==> config.mk <==
export PLATFORM = sky130hd
export DESIGN_NAME = sram_mem_ctrl
export DESIGN_NICKNAME = d
export VERILOG_FILES = /design/src/rtl/sram_mem_ctrl.sv
export SDC_FILE = /design/constraint.sdc
export NUM_CORES = 1
export LEC_CHECK = 0
export BUFFER_PORTS_ARGS = -buffer_cell sky130_fd_sc_hd__buf_2
export CAP_MARGIN = 40
export CORE_AREA = 2 2 112 114
export DETAILED_ROUTE_END_ITERATION = 8
export DIE_AREA = 0 0 114 116
export HOLD_SLACK_MARGIN = 0.05
export PLACE_DENSITY = 0.69
export SETUP_SLACK_MARGIN = 0.3
export SYNTH_ARGS = -nofsm -noshare
export SYNTH_HDL_FRONTEND = slang
export SYNTH_SLANG_ARGS = --single-unit
export TNS_END_PERCENT = 10
==> constraint.sdc <==
create_clock -name clk -period 2.6 [get_ports clk]
set_clock_uncertainty 0.05 [all_clocks]
set_input_delay 0.52 -clock clk [delete_from_list [all_inputs] [get_ports clk]]
set_output_delay 0.52 -clock clk [all_outputs]
set_load 0.05 [all_outputs]
==> src/rtl/sram_mem_ctrl.sv <==
// PicoRV32 / UART-loader front end for two single-port 32-bit SRAM banks (imem, dmem).
// Optional loader port and CPU/loader arbitration enabled by defining SRAM_CTRL_LOADER_EN.
`timescale 1ns/1ps

module sram_mem_ctrl #(
  parameter int DATA_WIDTH = 32,
  parameter int ADDR_WIDTH = 5
) (
  input  logic                    clk,
  input  logic                    resetn,
  input  logic                    mem_valid,
  input  logic                    mem_instr,
  input  logic [31:0]             mem_addr,
  input  logic [DATA_WIDTH-1:0]   mem_wdata,
  input  logic [DATA_WIDTH/8-1:0] mem_wstrb,
  output logic                    mem_ready,
  output logic [DATA_WIDTH-1:0]   mem_rdata,
  input  logic                    ld_valid,
  input  logic                    ld_bank,
  input  logic [ADDR_WIDTH-1:0]   ld_addr,
  input  logic [DATA_WIDTH-1:0]   ld_wdata,
  output logic                    ld_ready,
  output logic                    bus_err,
  output logic                    imem_csb,
  output logic                    imem_web,
  output logic [ADDR_WIDTH-1:0]   imem_addr,
  output logic [DATA_WIDTH-1:0]   imem_din,
  input  logic [DATA_WIDTH-1:0]   imem_dout,
  output logic                    dmem_csb,
  output logic                    dmem_web,
  output logic [ADDR_WIDTH-1:0]   dmem_addr,
  output logic [DATA_WIDTH-1:0]   dmem_din,
  input  logic [DATA_WIDTH-1:0]   dmem_dout
);

  localparam int STRB_W = DATA_WIDTH / 8;

  typedef enum logic [1:0] {
    IDLE    = 2'd0,
    RD_WAIT = 2'd1,
    RESP    = 2'd2,
    LD_ACK  = 2'd3
  } state_t;

  state_t                  state_q, state_d;
  logic                    mem_ready_q, mem_ready_d;
  logic                    ld_ready_q, ld_ready_d;
  logic [DATA_WIDTH-1:0]   mem_rdata_q, mem_rdata_d;
  logic                    bus_err_q, bus_err_d;
  logic                    last_ld_q, last_ld_d;
  logic                    req_bank_q, req_bank_d;
  logic [ADDR_WIDTH-1:0]   req_word_q, req_word_d;
  logic [STRB_W-1:0]       req_wstrb_q, req_wstrb_d;
  logic [DATA_WIDTH-1:0]   req_wdata_q, req_wdata_d;

  logic                    cpu_bank;
  logic [ADDR_WIDTH-1:0]   cpu_word;
  logic                    cpu_oor;
  logic                    ld_req;
  logic                    serve_ld;
  logic [DATA_WIDTH-1:0]   rd_dout;
  logic [DATA_WIDTH-1:0]   merged_data;

  logic                    cmd_en;
  logic                    cmd_we;
  logic                    cmd_bank;
  logic [ADDR_WIDTH-1:0]   cmd_addr;
  logic [DATA_WIDTH-1:0]   cmd_din;

  assign cpu_bank = mem_addr[ADDR_WIDTH+2];
  assign cpu_word = mem_addr[ADDR_WIDTH+1:2];
  assign cpu_oor  = |mem_addr[31:ADDR_WIDTH+3];

`ifdef SRAM_CTRL_LOADER_EN
  assign ld_req   = ld_valid;
  assign ld_ready = ld_ready_q;
  logic unused_sigs;
  assign unused_sigs = ^{mem_instr, mem_addr[1:0]};
`else
  assign ld_req   = 1'b0;
  assign ld_ready = 1'b0;
  logic unused_sigs;
  assign unused_sigs = ^{mem_instr, mem_addr[1:0], ld_valid, ld_ready_q};
`endif

  // On a tie the loader wins unless it was the one served last.
  assign serve_ld = ld_req && (!mem_valid || !last_ld_q);

  assign rd_dout = req_bank_q ? dmem_dout : imem_dout;

  genvar gi;
  generate
    for (gi = 0; gi < STRB_W; gi++) begin : g_merge
      assign merged_data[gi*8 +: 8] = req_wstrb_q[gi] ? req_wdata_q[gi*8 +: 8]
                                                      : rd_dout[gi*8 +: 8];
    end
  endgenerate

  always_comb begin
    state_d     = state_q;
    mem_ready_d = 1'b0;
    ld_ready_d  = 1'b0;
    mem_rdata_d = mem_rdata_q;
    bus_err_d   = bus_err_q;
    last_ld_d   = last_ld_q;
    req_bank_d  = req_bank_q;
    req_word_d  = req_word_q;
    req_wstrb_d = req_wstrb_q;
    req_wdata_d = req_wdata_q;
    cmd_en      = 1'b0;
    cmd_we      = 1'b0;
    cmd_bank    = 1'b0;
    cmd_addr    = '0;
    cmd_din     = '0;

    case (state_q)
      IDLE: begin
        if (serve_ld) begin
          cmd_en     = 1'b1;
          cmd_we     = 1'b1;
          cmd_bank   = ld_bank;
          cmd_addr   = ld_addr;
          cmd_din    = ld_wdata;
          ld_ready_d = 1'b1;
          last_ld_d  = 1'b1;
          state_d    = LD_ACK;
        end else if (mem_valid) begin
          last_ld_d   = 1'b0;
          req_bank_d  = cpu_bank;
          req_word_d  = cpu_word;
          req_wstrb_d = mem_wstrb;
          req_wdata_d = mem_wdata;
          if (cpu_oor) begin
            mem_rdata_d = '0;
            bus_err_d   = 1'b1;
            mem_ready_d = 1'b1;
            state_d     = RESP;
          end else if (mem_wstrb == {STRB_W{1'b1}}) begin
            cmd_en      = 1'b1;
            cmd_we      = 1'b1;
            cmd_bank    = cpu_bank;
            cmd_addr    = cpu_word;
            cmd_din     = mem_wdata;
            mem_ready_d = 1'b1;
            state_d     = RESP;
          end else begin
            // Plain reads and the read half of a read-modify-write.
            cmd_en   = 1'b1;
            cmd_bank = cpu_bank;
            cmd_addr = cpu_word;
            state_d  = RD_WAIT;
          end
        end
      end
      RD_WAIT: begin
        mem_rdata_d = rd_dout;
        mem_ready_d = 1'b1;
        state_d     = RESP;
        if (req_wstrb_q != '0) begin
          cmd_en   = 1'b1;
          cmd_we   = 1'b1;
          cmd_bank = req_bank_q;
          cmd_addr = req_word_q;
          cmd_din  = merged_data;
        end
      end
      RESP:    state_d = IDLE;
      LD_ACK:  state_d = IDLE;
      default: state_d = IDLE;
    endcase
  end

  // Gating with resetn keeps both macros deselected while reset is asserted,
  // so an interrupted read-modify-write never reaches the array.
  always_comb begin
    imem_csb  = 1'b1;
    imem_web  = 1'b1;
    imem_addr = cmd_addr;
    imem_din  = cmd_din;
    dmem_csb  = 1'b1;
    dmem_web  = 1'b1;
    dmem_addr = cmd_addr;
    dmem_din  = cmd_din;
    if (resetn && cmd_en) begin
      if (cmd_bank) begin
        dmem_csb = 1'b0;
        dmem_web = !cmd_we;
      end else begin
        imem_csb = 1'b0;
        imem_web = !cmd_we;
      end
    end
  end

  always_ff @(posedge clk or negedge resetn) begin
    if (!resetn) begin
      state_q     <= IDLE;
      mem_ready_q <= 1'b0;
      ld_ready_q  <= 1'b0;
      mem_rdata_q <= '0;
      bus_err_q   <= 1'b0;
      last_ld_q   <= 1'b0;
      req_bank_q  <= 1'b0;
      req_word_q  <= '0;
      req_wstrb_q <= '0;
      req_wdata_q <= '0;
    end else begin
      state_q     <= state_d;
      mem_ready_q <= mem_ready_d;
      ld_ready_q  <= ld_ready_d;
      mem_rdata_q <= mem_rdata_d;
      bus_err_q   <= bus_err_d;
      last_ld_q   <= last_ld_d;
      req_bank_q  <= req_bank_d;
      req_word_q  <= req_word_d;
      req_wstrb_q <= req_wstrb_d;
      req_wdata_q <= req_wdata_d;
    end
  end

  assign mem_ready = mem_ready_q;
  assign mem_rdata = mem_rdata_q;
  assign bus_err   = bus_err_q;

endmodule

==> impl_metrics.ini <==
[yosys]
yosys_register_bits = 78
synth_fp_nets = 604
synth_compound_area_share_pct = 16.62
synth_warnings = 0
ys.flop_type = dfrtp_1
synth-seq-area-share_pct = 43.80
synth_xor_area_share_pct = 0
synth_commonest_cells = dfrtp_1 (78), nand2_1 (67), mux2_2 (42)
yosys.area.top_type = dfrtp_1
synthTopCellsByArea = dfrtp_1 (44%), mux2_2 (11%), mux2i_1 (7.2%), buf_4 (6.4%), a22o_1 (6.1%)
synth_edf_count = 0
synthSimpleGateAreaFrac_pct = 11.54
synth_top_family_by_area = multiplexers
synth.most_common_cell = dfrtp_1
yosysUniqueCellTypes = 38
synth_top_area_share_pct = 43.80
synthAdderAreaFrac_pct = 0
synth_area_um2 = 4457
muxShareOfSynthArea_pct = 17.80
async_reset_ff_share_pct = 100.0
syn-instance-count = 429
syn_avg_cell_area_um2 = 10.39

[place]
place_area_um2 = 5724
gp_congestion = 0.8004
dp_cells = 770
detailed_place_hpwl_um = 9524
port_buffers = 244

[worst_setup_path]
worstPathRequired_ns = 2.03
endpoint_kind = output port
slowest_stage = dfrtp_1
worstPathArrival_ns = 1.99
cp_slowest_stage_delay_ns = 0.43
crit_fanout = 15
worst-setup-path-type = reg -> out
start_kind = flop
crit_chain = nor3b_4 -> nand2_2 -> nor3_4 -> buf_4 -> buf_16 -> a22o_2 -> buf_6

[outcome]
status = finished clean

[die]
ios = 288
dieHeight_um = 116
dieArea_um2 = 13220
chipWidth_um = 114
start_util_pct = 37.42
core_region_area_um2 = 11910
num_rows = 40

[layout]
final_net_count = 818
final_cells = 794
antenna_cells = 0
syn2layout_area_growth_pct = 47.30
drive_gt1_share_pct = 60.28
stdcell_area_um2 = 6565

[clock_network]
cts_num_sinks = 78
cts_tree = yes
clk-insertion-delay-late_ns = 0.33
clock_path_buffers = 2
cts_root_buf = clkbuf_16
path_clk_slew_ns = 0.06
holdBufCountCts = 0
numCtsBuffers = 9
cts-htree-levels = 3

[global_routing]
grt_max_degree = 67
overflow = 0
grt_pass1_vias = 4229
grt_pass1_wl_um = 20870
antenna_found_initial = 0
track_usage_pct = 20.26

[sta]
period_needed_ns = 2.562
slew_violations = 0
setup_violations = 0
grt_setup_unrepaired = yes
max-slew-margin-rel_pct = 55.11
final.period_utilization_pct = 98.53
setup-tns-final_ns = 0
tightest_slew_ns = 0.6734
hold_violations = 0
max_freq_ghz = 0.3904

[routing]
route.detailed.wl_per_inst_um = 17.67
routed_wl_um = 14030
detail-route-antenna-nets = 0
dr.pass1.iters = 5
drt-initial-drc-count = 102
vias = 4198
drc = 0
routed_via_density = 5.287

[min_path]
hp-class = in -> async

[pwr]
peakVddDrop_mv = 0.3527
p_leak_nw = 3.308
power_density_nw_per_um2 = 515.1

[flow_run]
maxCapViolations = 0
==> per-layer routing <==
metal | part of all wire (%) | GRT usage [%]
met4 | 2.2 | 8.293
met2 | 53 | 37.46
met5 | 0 | 0
met1 | 40 | 23.45
met3 | 5.0 | 3.086
==> worst paths after layout <==
path | start | endpoint | slack [ns] | cells after the start
min in group clk | mem_wdata[17] | req_wdata_q[17]$_DFFE_PN0P_ | 0.39 | 2
min reg2reg | bus_err$_DFFE_PN0P_ | bus_err$_DFFE_PN0P_ | 0.41 | 1
max in group asynchronous | resetn | mem_rdata[22]$_DFFE_PN0P_ | 1.70 | 3
max reg2reg | state_q[1]$_DFFE_PN0P_ | mem_rdata[10]$_DFFE_PN0P_ | 0.40 | 6
min | resetn | req_wdata_q[4]$_DFFE_PN0P_ | 0.20 | 2
max | state_q[1]$_DFFE_PN0P_ | imem_din[15] | 0.04 | 7
==> repair_timing <==
item,in CTS,in global routing
cloned,1,0
pin swaps,3,2
buffers inserted,7,1
resized for setup,117,18
endpoints found under the setup margin,78,80
==> cells by family (layout without fill, tap and decap cells) <==
kind of cell | Yosys count | after routing
other | 1 | 1
buffers and inverters | 72 | 290
multiplexers | 74 | 74
AO/OA/AOI/OAI | 109 | 109
AND/OR/NAND/NOR | 95 | 95
flip-flops | 78 | 78
==> critical path, delay by kind of cell (launching register included) <==
family / cells / cell delay (ns)
simple gates: 3 / 0.54
buf+inv: 3 / 0.49
flops: 1 / 0.43
compound gates: 1 / 0.19
==> registers in the layout, summed over array words and instances (netlist names) <==
name	count
bus_err	1
req_word_q	5
req_wstrb_q	4
mem_ready	1
mem_rdata	32
req_wdata_q	32
req_bank_q	1
state_q	2
==> where the power goes <==
part	switching [W]	total (W)	internal, W	leakage, nW
Combinational	0.000322	0.000637	0.000314	2.16
Clock	0.000490	0.00137	0.000885	0.161
Sequential	0.0000549	0.00137	0.00132	0.983
==> final cells by class <==
class                   count  area [um2]
clock buffers              11       252.7
clock inverters             4       70.07
fillers                  1016        5346
multi-input cells         279        2181
flip-flops and latches     78        1957
well taps                 147       183.9
repair buffers            275        1921
==> layout by cell type, fill, tap and decap left out, drive strengths merged <==
cell type / netlist / final
dfrtp: 78 / 78
nor2b: 1 / 1
mux2i: 32 / 32
mux2: 42 / 42
nand2b: 1 / 1
nand2: 67 / 67
bufinv: 0 / 2
and4: 1 / 1
buf: 56 / 275
a32o: 5 / 5
or3b: 1 / 1
a21oi: 1 / 1
a31oi: 5 / 5
clkbuf: 16 / 11
and2: 1 / 1
or2: 2 / 2
o22ai: 32 / 32
nor3: 4 / 4
o21a: 1 / 1
o21ai: 32 / 32
clkinv: 0 / 2
nand3: 1 / 1
nor3b: 2 / 2
a21o: 1 / 1
a22o: 31 / 31
nor2: 3 / 3
nand4: 2 / 2
nor4: 8 / 8
and3: 1 / 1
o21bai: 1 / 1
conb: 1 / 1
==> through the flow <==
stage               power [W]  util [%]  hold WS (ns)  setup slack (ns)
global route         0.003528     55.12        0.2307          -0.06838
global placement     0.001968     47.83        0.4047           0.01952
finish               0.003381     55.12        0.1994           0.03826
CTS                  0.003409     54.56        0.2034           0.06057
detailed placement   0.001999     48.06        0.4028          -0.01657
floorplan            0.001734         -        0.1744           0.06802
Power figures use the tool's default switching activity.
